**src/rtl/pc_unit.sv**
```systemverilog
// Program-counter unit: sequential fetch, prioritised redirects, stall buffering
// of one pending redirect, and alignment trapping of branch/jump targets.
module pc_unit #(
  parameter int unsigned           ADDR_WIDTH   = 32,
  parameter int unsigned           INST_BYTES   = 4,
  parameter int unsigned           ALIGN_BITS   = 2,
  parameter logic [ADDR_WIDTH-1:0] RESET_VECTOR = '0,
  parameter logic [ADDR_WIDTH-1:0] EXC_VECTOR   = ADDR_WIDTH'(32'h0000_0020)
) (
  input  logic                  i_clk,
  input  logic                  i_rst_n,
  input  logic                  i_stall,
  input  logic                  i_exc,
  input  logic                  i_branch_taken,
  input  logic [ADDR_WIDTH-1:0] i_branch_target,
  input  logic                  i_jump,
  input  logic [ADDR_WIDTH-1:0] i_jump_target,
  output logic [ADDR_WIDTH-1:0] o_pc,
  output logic                  o_ce,
  output logic [ADDR_WIDTH-1:0] o_pc_seq,
  output logic                  o_pending,
  output logic                  o_addr_err,
  output logic [ADDR_WIDTH-1:0] o_bad_addr
);

  typedef enum logic [1:0] {S_RESET, S_RUN, S_HOLD} state_t;

  localparam logic [1:0] CLS_NONE = 2'd0;
  localparam logic [1:0] CLS_JMP  = 2'd1;
  localparam logic [1:0] CLS_BR   = 2'd2;
  localparam logic [1:0] CLS_EXC  = 2'd3;

  // Zero mask when ALIGN_BITS is 0, which disables the check entirely.
  localparam logic [ADDR_WIDTH-1:0] ALIGN_MASK = ADDR_WIDTH'((64'd1 << ALIGN_BITS) - 64'd1);

  state_t                r_state, w_state_nxt;
  logic [ADDR_WIDTH-1:0] r_pc, w_pc_nxt;
  logic                  r_ce, w_ce_nxt;
  logic                  r_pend, w_pend_nxt;
  logic [ADDR_WIDTH-1:0] r_buf_tgt, w_buf_tgt_nxt;
  logic [1:0]            r_buf_cls, w_buf_cls_nxt;
  logic                  r_addr_err, w_addr_err_nxt;
  logic [ADDR_WIDTH-1:0] r_bad_addr, w_bad_addr_nxt;

  logic [ADDR_WIDTH-1:0] w_pc_seq;
  logic [1:0]            w_new_cls;
  logic [ADDR_WIDTH-1:0] w_new_tgt;
  logic                  w_apply;
  logic [1:0]            w_app_cls;
  logic [ADDR_WIDTH-1:0] w_app_tgt;

  assign w_pc_seq = r_pc + ADDR_WIDTH'(INST_BYTES);

  always_comb begin
    w_new_cls = CLS_NONE;
    w_new_tgt = w_pc_seq;
    if (i_exc) begin
      w_new_cls = CLS_EXC;
      w_new_tgt = EXC_VECTOR;
    end else if (i_branch_taken) begin
      w_new_cls = CLS_BR;
      w_new_tgt = i_branch_target;
    end else if (i_jump) begin
      w_new_cls = CLS_JMP;
      w_new_tgt = i_jump_target;
    end
  end

  always_comb begin
    w_state_nxt    = r_state;
    w_pc_nxt       = r_pc;
    w_ce_nxt       = r_ce;
    w_pend_nxt     = r_pend;
    w_buf_tgt_nxt  = r_buf_tgt;
    w_buf_cls_nxt  = r_buf_cls;
    w_addr_err_nxt = 1'b0;
    w_bad_addr_nxt = r_bad_addr;
    w_apply        = 1'b0;
    w_app_cls      = w_new_cls;
    w_app_tgt      = w_new_tgt;

    unique case (r_state)
      S_RESET: begin
        w_ce_nxt    = 1'b1;
        w_state_nxt = S_RUN;
      end
      S_RUN: begin
        if (!i_stall) begin
          w_apply = 1'b1;
        end else if (w_new_cls != CLS_NONE) begin
          w_buf_tgt_nxt = w_new_tgt;
          w_buf_cls_nxt = w_new_cls;
          w_pend_nxt    = 1'b1;
          w_state_nxt   = S_HOLD;
        end
      end
      S_HOLD: begin
        if (i_stall) begin
          if (w_new_cls != CLS_NONE && w_new_cls >= r_buf_cls) begin
            w_buf_tgt_nxt = w_new_tgt;
            w_buf_cls_nxt = w_new_cls;
          end
        end else begin
          // Buffered class is never NONE, so an idle release always takes the buffer.
          w_apply = 1'b1;
          if (w_new_cls < r_buf_cls) begin
            w_app_cls = r_buf_cls;
            w_app_tgt = r_buf_tgt;
          end
          w_pend_nxt  = 1'b0;
          w_state_nxt = S_RUN;
        end
      end
      default: w_state_nxt = S_RESET;
    endcase

    if (w_apply) begin
      if ((w_app_cls == CLS_BR || w_app_cls == CLS_JMP) && ((w_app_tgt & ALIGN_MASK) != '0)) begin
        w_pc_nxt       = EXC_VECTOR;
        w_addr_err_nxt = 1'b1;
        w_bad_addr_nxt = w_app_tgt;
      end else begin
        w_pc_nxt = w_app_tgt;
      end
    end
  end

  always_ff @(posedge i_clk or negedge i_rst_n) begin
    if (!i_rst_n) begin
      r_state    <= S_RESET;
      r_pc       <= RESET_VECTOR;
      r_ce       <= 1'b0;
      r_pend     <= 1'b0;
      r_buf_tgt  <= '0;
      r_buf_cls  <= CLS_NONE;
      r_addr_err <= 1'b0;
      r_bad_addr <= '0;
    end else begin
      r_state    <= w_state_nxt;
      r_pc       <= w_pc_nxt;
      r_ce       <= w_ce_nxt;
      r_pend     <= w_pend_nxt;
      r_buf_tgt  <= w_buf_tgt_nxt;
      r_buf_cls  <= w_buf_cls_nxt;
      r_addr_err <= w_addr_err_nxt;
      r_bad_addr <= w_bad_addr_nxt;
    end
  end

  assign o_pc       = r_pc;
  assign o_ce       = r_ce;
  assign o_pc_seq   = w_pc_seq;
  assign o_pending  = r_pend;
  assign o_addr_err = r_addr_err;
  assign o_bad_addr = r_bad_addr;

endmodule

```
**config.mk**
```make
export PLATFORM = sky130hd
export DESIGN_NAME = pc_unit
export DESIGN_NICKNAME = d
export VERILOG_FILES = /design/src/rtl/pc_unit.sv
export SDC_FILE = /design/constraint.sdc
export NUM_CORES = 1
export LEC_CHECK = 0
export CAP_MARGIN = 20
export CORE_MARGIN = 2
export CORE_UTILIZATION = 29
export DETAILED_ROUTE_END_ITERATION = 12
export GPL_TIMING_DRIVEN = 0
export SYNTH_ARGS = -nofsm -noshare
export SYNTH_HDL_FRONTEND = slang
export SYNTH_SLANG_ARGS = --single-unit
```
**constraint.sdc**
```tcl
create_clock -name i_clk -period 3.7 [get_ports i_clk]
set_input_delay 0.37 -clock i_clk [delete_from_list [all_inputs] [get_ports i_clk]]
set_output_delay 0.37 -clock i_clk [all_outputs]
set_load 0.05 [all_outputs]
```
# After elaboration in Yosys (flattened, before gate mapping)
# Index checks and enable logic that the tools add are counted.
# word_totals
regBits	103
output_inout_bits	99
word_cells	67
# classes
n_addsub	1
n_lt_le_gt_ge	2
eq_ne	9
mux	35
n_reduce_logical	12
# ops
op	count
32-bit 2-to-1 mux	11
32-bit one-hot mux with 2 select lines	1
32-bit by 3-bit adder with 32-bit output, second input constant	1
32-bit nonzero test	1
2-bit 2-to-1 mux	12
2-bit != test, second input constant	5
1-bit 2-to-1 mux	8
2-bit one-hot mux with 3 select lines	1
5-bit AND reduction	1
2-bit by 1-bit equality test with 1-bit output, second input constant	2
2-bit equality test, second input constant	2
2-bit one-hot mux with 2 select lines	1
4-bit AND reduction	1
2-bit nonzero test	2
3-bit AND reduction	1
2-bit greater-or-equal comparator	1
1-bit logical AND	2
2-bit logical NOT	1
2-bit < comparator	1
1-bit one-hot mux with 2 select lines	1
2-bit AND reduction	1
2-bit OR reduction	1
1-bit logical OR	1

# Logic depth before layout (Yosys ltp)
# Gate-level depths: netlist (run 1).
# logic_depth
word_depth	12
mapped_depth	15
mapped_depth_nobuf	10

# Least setup slack after synthesis (run 1)
# No wires, ideal clock.
# synth_timing
kind	input port to flip-flop
startpoint	input i_exc
endpoint	register r_bad_addr[24], in the netlist o_bad_addr[24]
setup_ps	125
t_arrival_ps	3174
t_required_ps	3575
path_slack_ps	401
cell_stages	12
cell_sequence	clkbuf_1 > clkbuf_1 > clkbuf_1 > nor2_1 > ha_1 > nor2b_1 > or3_1 > buf_2 > mux2i_1 > a2111oi_2 > buf_2 > mux2_2
# synth_between
elab_chain_len	9
# synth_rtl
item	line	source
from (decl)	13	input logic i_exc,
branches (longest 9 deep; another with 2-bit < comparator)	-	
to (signal assigned)	146	r_bad_addr <= w_bad_addr_nxt;
to (decl)	43	logic [ADDR_WIDTH-1:0] r_bad_addr, w_bad_addr_nxt;
# Several ways; the timed one is not identified.
# A chain may end at the register's enable or synchronous reset.

# Worst setup path in the final report (run 1)
# layout_timing
startpoint	register r_pc[3], in the netlist o_pc[3]
endpoint	output o_pc_seq[26]
# layout_between
elab_chain_len	1
# layout_rtl
item	line	source
from (decl)	37	logic [ADDR_WIDTH-1:0] r_pc, w_pc_nxt;
from (signal assigned)	140	r_pc <= w_pc_nxt;
32-bit by 3-bit adder with 32-bit output	52	assign w_pc_seq = r_pc + ADDR_WIDTH'(INST_BYTES);
to (decl)	20	output logic [ADDR_WIDTH-1:0] o_pc_seq,
# No other way between the ends.

==> flow_summary.ini, run 1 <==
[power_and_ir_drop]
peakVddDrop_v = 0.000511
pwr_density_cell_mw_per_mm2 = 930
p_leak_uw = 0.00350
switching_share = 0.521
seq_power_share = 0.274
cell_internal_pwr_uw = 3650
p_clk_frac = 0.131
p_comb_frac = 0.595
switching_power_uw = 3980
power_uw = 7630

[flow_run]
drv_cap = 0

[timing]
grt_setup_unrepaired = false
finalClockSkew_ps = 12.5
relSlewSlack = 0.442
fmax_mhz = 279
final_max_slew_viol_count = 0
hold_violations = 0
fin_ws_ps = 114
setup_violations = 0
finalCritPeriodShare = 0.969
fin_crit_ps = 3590
tightest_slew_ps = 837

[setup_path]
r2r-start = r_state[0]
path_class = reg2out
critical-path-slowest-cell = clkdlybuf4s50_1
slowest_delay_ps = 810
cp_max_fo = 6
path_buf_inv = 1
end_kind = output pin
cpLargestDelayFamily = simple AND/OR/NAND/NOR gates
worst-r2r-cell-count = 8
cp.required_ps = 3330
critPathLaunchType = flop
path_cells = ha_1, nand3_1, or3_1, or4_1, nand2_1, clkdlybuf4s50_1
critical_path_arrival_ps = 3220
r2r_end = o_bad_addr[19]
r2r_slack_ps = 670

[place]
place.gp.congestion = 0.942
dp_cells = 1049
dp_hpwl_microns = 17200
pre_cts_ws_ps = -1120
io_buffers = 166

[cells_and_area]
final_layout_size_suffix_gt1_frac = 0.105
fin_util = 0.420
diodes = 0
syn2layout_area_growth_pct = 42.0
final-seq-area_sq_mm = 0.00258
multi_input_area_sq_mm = 0.00300
finalNonFillerCells = 1067
final_nets = 875
n_fill_cell = 1990

[synthesis]
synth_xor_area_frac = 0.0319
synth_compound_area_frac = 0.210
syn_area_per_cell_sq_um = 9.36
yosys.area_share.adder = 0.0173
ys_seq_area_frac = 0.446
synthSimpleGateAreaFrac = 0.169
synth_top_family_by_area = compound AO/OA/AOI/OAI gates
yosys_warnings = 0
synth_cell_type_count = 60
syn-num-nets = 695
synth_edf_count = 0
synthMuxAreaShare = 0.0808
netlist_area_sq_mm = 0.00577
async_flop_share = 1.00
syn_inst = 617
yosys_register_bits = 103
synthFlopType = dfrtp_1

[cts]
clock_path_buffers = 2
clk_pin_slew_ps = 70
worstSkewPairLatency_ps = 370
cts_inserted_buffers = 9
cts_tree = yes
cts_root_buf = clkbuf_16
ctsHoldBuffers = 0
cts.sinks = 103
htreeDepth = 3

[floorplanning]
chipHeight_microns = 145
die_w_microns = 145
ios = 169
core.rowCount = 51
die_area_sq_mm = 0.0211
core_area_sq_mm = 0.0195
start_util = 0.296

[global_route]
grt_pass1_vias = 5601
grt_pass1_wl_microns = 34500
grt_overflow = 0
grt_max_degree = 54
track_usage = 0.218
grt_antenna_before_repair = 0

[routing]
wl_per_cell_microns = 21.6
dr.pass1.iters = 5
wirelength_microns = 23000
ant_nets = 0
via_per_inst = 5.36
drc_errors = 0
dr_total_vias = 5722
drt_first_iter_violations = 616

[run_status]
status = complete, no violations

[min_path]
hold_class = in2async
[Yosys cell counts, types with 5 or more instances]
master    number  area share
dfrtp_1      103        0.45
nand2_1       73       0.047
nor2_1        54       0.035
o21ai_0       40       0.035
a21oi_1       33       0.029
mux2_2        24       0.047
clkbuf_1      23       0.015
inv_1         21       0.014
mux2i_1       17       0.029
a22o_1        15       0.023
a22oi_1       14       0.018
nor3_1        14       0.012
nand3_1       12       0.010
xnor2_1       12       0.018
or3_1         10       0.011
nand4_1        9      0.0098
xor2_1         9       0.014
ha_1           8       0.017
nand2b_1       8      0.0087
o221ai_1       8       0.012
o31ai_1        8       0.010
buf_2          7      0.0061
o22ai_1        7      0.0076
nor4_1         6      0.0065
or2_2          6      0.0065
a211oi_1       5      0.0065
buf_1          5      0.0033
buf_4          5      0.0065
[stage by stage]
step                hold slack, ps  setup TNS, ps  cell area [sq um]
finish                        48.6              0               8200
global route                   117              0               8200
CTS                           79.7              0               8160
detailed placement             457         -73140               7790
global placement               453        -261860               7770
floorplan                     74.4              0               5770
[power groups by stage]
stage	combinational, uW	sequential (uW)	clock [uW]
floorplan	1800	3090	0
finish	4540	2090	999
detailed placement	4500	2090	0
CTS	4540	2080	1010
global placement	4470	2080	0
global route	4760	2160	1040
[logic make-up after synthesis]
kind of cell | after synthesis
buffers and inverters | 61
AOI/OAI and AO/OA | 175
xor gates and xnor gates | 21
adders and majority gates | 8
muxes | 43
DFF | 103
and+or+nand+nor | 206
[state kept, by name, indices dropped and copies added (netlist names)]
register and flops:
o_bad_addr 32, o_pc 32, o_addr_err 1, o_pending 1
r_buf_cls 2, r_state 2, r_buf_tgt 32, o_ce 1
[layout make-up]
class | count | share of cell area
multi-input cells | 453 | 0.365
flip-flops and latches | 103 | 0.314
repair buffers | 169 | 0.209
well taps | 265 | 0.0404
clock buffers | 11 | 0.0296
plain buffers | 40 | 0.0249
inverters | 21 | 0.00961
clock inverters | 5 | 0.00687
[how the worst max path moves through the flow]
stage | from | end | slack (ps) | cells past startpoint
finish | o_pc[3] | o_pc_seq[26] | 110 | 6
global route | o_pc[7] | o_pc_seq[25] | 8 | 7
CTS | o_pc[7] | o_pc_seq[19] | 20 | 6
detailed placement | i_branch_taken | o_pc[8] | -1120 | 14
global placement | i_rst_n | o_addr_err | -1860 | 1
floorplan | i_exc | o_bad_addr[24] | 400 | 12
[metal layers]
metal  vias to the layer above  wire length, microns  GRT usage
li1                       2616                     -          -
met1                      2776                 10100      0.297
met2                       292                 10400      0.339
met3                        38                  1900     0.0538
met4                         0                   616     0.0716
met5                         -                     0          0
[cell usage in the layout, fill, tap and decap left out, drive strengths merged, types with 14 or more instances in the layout]
cell | Yosys | final
a21oi | 33 | 33
a22oi | 14 | 14
nand2 | 73 | 73
mux2 | 26 | 26
buf | 17 | 21
nor3 | 14 | 14
o21ai | 44 | 44
nor2 | 54 | 54
clkbuf | 23 | 34
clkdlybuf4s50 | 0 | 158
mux2i | 17 | 17
a22o | 15 | 15
inv | 21 | 22
dfrtp | 103 | 103
[what timing repair did]
item,4_1_cts,5_1_grt
gates resized for setup,17,15
setup buffers,1,0
pin swaps,1,0
gates cloned,1,0
setup endpoints to repair,96,59
[worst reg2reg max path, stage by stage, from the launching register on]
cell      delay (ps)
dfrtp_1          400
inv_1             90
ha_1             260
or3b_1           440
nor2_1           510
clkbuf_1         480
nor3_1           100
a221oi_1         480
a21oi_1          140
(Power assumes the default switching activity.)
==> run 2: changes to the inputs <==
Settings changed: TNS_END_PERCENT from default to 5.
==> run 2 against run 1 <==
  * Via count is 0.12% lower
  * Largest cell class unchanged
  * Fmax is 0.11% lower
  * Sequential share of layout area is 0.082 points higher
  * Clock power hardly changed
  * First-iteration DRC count is 15% lower
  * Critical path type is now in2reg
==> flow_summary.ini, run 2 (synthesis gave the netlist of run 1 again) <==
[global_route]
grt_overflow = 0
grt_max_degree = 54
grt_pass1_vias = 5600
grt_antenna_before_repair = 0
track_usage = 0.217
grt_pass1_wl_microns = 34400

[cells_and_area]
final_layout_size_suffix_gt1_frac = 0.104
finalNonFillerCells = 1065
final_nets = 873
n_fill_cell = 1977
diodes = 0
syn2layout_area_growth_pct = 41.7
fin_area_sq_mm = 0.00818
mostFrequentLayoutCell = clkdlybuf4s50_1
layout_common_cells = clkdlybuf4s50_1 (159), dfrtp_1 (103), nand2_1 (73), nor2_1 (52), o21ai_0 (40)

[cts]
clk_pin_slew_ps = 70
cts_inserted_buffers = 9
cts.sinks = 103
cts_root_buf = clkbuf_16
post_cts_resized = 15
cts_setup_buffers = 0
ctsHoldBuffers = 0
cts_tree = yes
clock_path_buffers = 2
htreeDepth = 3
worstSkewPairLatency_ps = 370

[floorplanning]
core.rowCount = 51
die_area_sq_mm = 0.0211
core_area_sq_mm = 0.0195
die_w_microns = 145
chipHeight_microns = 145
start_util = 0.296
ios = 169

[timing]
fin_ws_ps = 111
fmax_mhz = 279
grt_setup_unrepaired = true
relSlewSlack = 0.462
tightest_slew_ps = 807
fin_crit_ps = 3590
hold_violations = 0
setup_violations = 0
finalClockSkew_ps = 16.6
final_max_slew_viol_count = 0
finalCritPeriodShare = 0.970

[routing]
via_per_inst = 5.37
drc_errors = 0
wl_per_cell_microns = 21.6
wirelength_microns = 23000
dr_total_vias = 5715
dr.pass1.iters = 5
drt_first_iter_violations = 526
ant_nets = 0

[power_and_ir_drop]
p_clk_frac = 0.131
p_comb_frac = 0.594
seq_power_share = 0.275
cell_internal_pwr_uw = 3650
switching_power_uw = 3980
switching_share = 0.521
p_leak_uw = 0.00347
pwr_density_cell_mw_per_mm2 = 933
peakVddDrop_v = 0.000510

[setup_path]
worst-r2r-cell-count = 11
cp.required_ps = 3980
path_class = in2reg
cp_max_fo = 10
end_kind = flop
critical_path_arrival_ps = 3860
critPathLaunchType = input pin

[place]
dp_hpwl_microns = 17200
dp_cells = 1049
place.gp.congestion = 0.942
pre_cts_ws_ps = -1120
io_buffers = 166
postPlaceCellArea_sq_mm = 0.00779

[min_path]
hold_class = in2async

[flow_run]
drv_cap = 0

[run_status]
status = complete, no violations
## run 2: critical path, cell delays in order
cell and delay [ps]:
clkdlybuf4s50_1 540, clkbuf_4 250, nor2_2 100, clkbuf_4 220, nor2_1 160, ha_1 220, nor2b_2 80, or3_1 350
buf_4 210, mux2i_4 230, a2111oi_4 420, buf_4 270, buf_4 230, nor2_1 50, a21oi_1 140
## run 2: worst paths after layout
path / from / endpoint / slack [ps]
max in group asynchronous: i_rst_n / o_bad_addr[26] / 2940
min: i_rst_n / o_ce / 50
min reg2reg: r_buf_tgt[9] / r_buf_tgt[9] / 480
max: i_branch_taken / o_bad_addr[26] / 110
min in group i_clk: r_buf_tgt[9] / r_buf_tgt[9] / 480
max reg2reg: r_buf_cls[1] / o_bad_addr[26] / 760
## run 2: stage by stage
stage	power [uW]	utilization	setup TNS [ps]	hold WS, ps
2_1_floorplan	4900	-	0	74.4
3_3_place_gp	6550	0.398	-261860	453
3_5_place_dp	6590	0.399	-73140	457
4_1_cts	7620	0.416	0	79.7
5_1_grt	7960	0.419	-178	117
6_report	7630	0.419	0	53.9
## run 2: per-layer routing
layer,part of all wire,global-route usage,up-vias,wire [microns]
met5,0,0,-,0
met4,0.028,0.0725,0,647
met3,0.079,0.0513,38,1820
met2,0.45,0.336,296,10300
met1,0.45,0.298,2778,10300
li1,-,-,2603,-
## run 2: power by group through the flow
stage	logic [uW]	registers, uW	clock network, uW
6_report	4540	2100	999
3_3_place_gp	4470	2080	0
4_1_cts	4530	2080	1010
5_1_grt	4760	2160	1040
3_5_place_dp	4500	2090	0
2_1_floorplan	1800	3090	0
## run 2: layout make-up
| class | instances | area (sq um) | area share |
|---|---|---|---|
| flip-flops and latches | 103 | 2580 | 0.315 |
| multi-input cells | 453 | 3000 | 0.367 |
| clock buffers | 11 | 243 | 0.0297 |
| well taps | 265 | 332 | 0.0405 |
| inverters | 21 | 78.8 | 0.00964 |
| repair buffers | 167 | 1700 | 0.208 |
| clock inverters | 5 | 56.3 | 0.00688 |
| plain buffers | 40 | 196 | 0.0240 |
==> run 3: changes to the inputs <==
Settings changed: CTS_CLUSTER_SIZE from default to 20.
==> results of run 3 <==
Same layout as run 2: the final DEF is identical, and so are final timing and power.
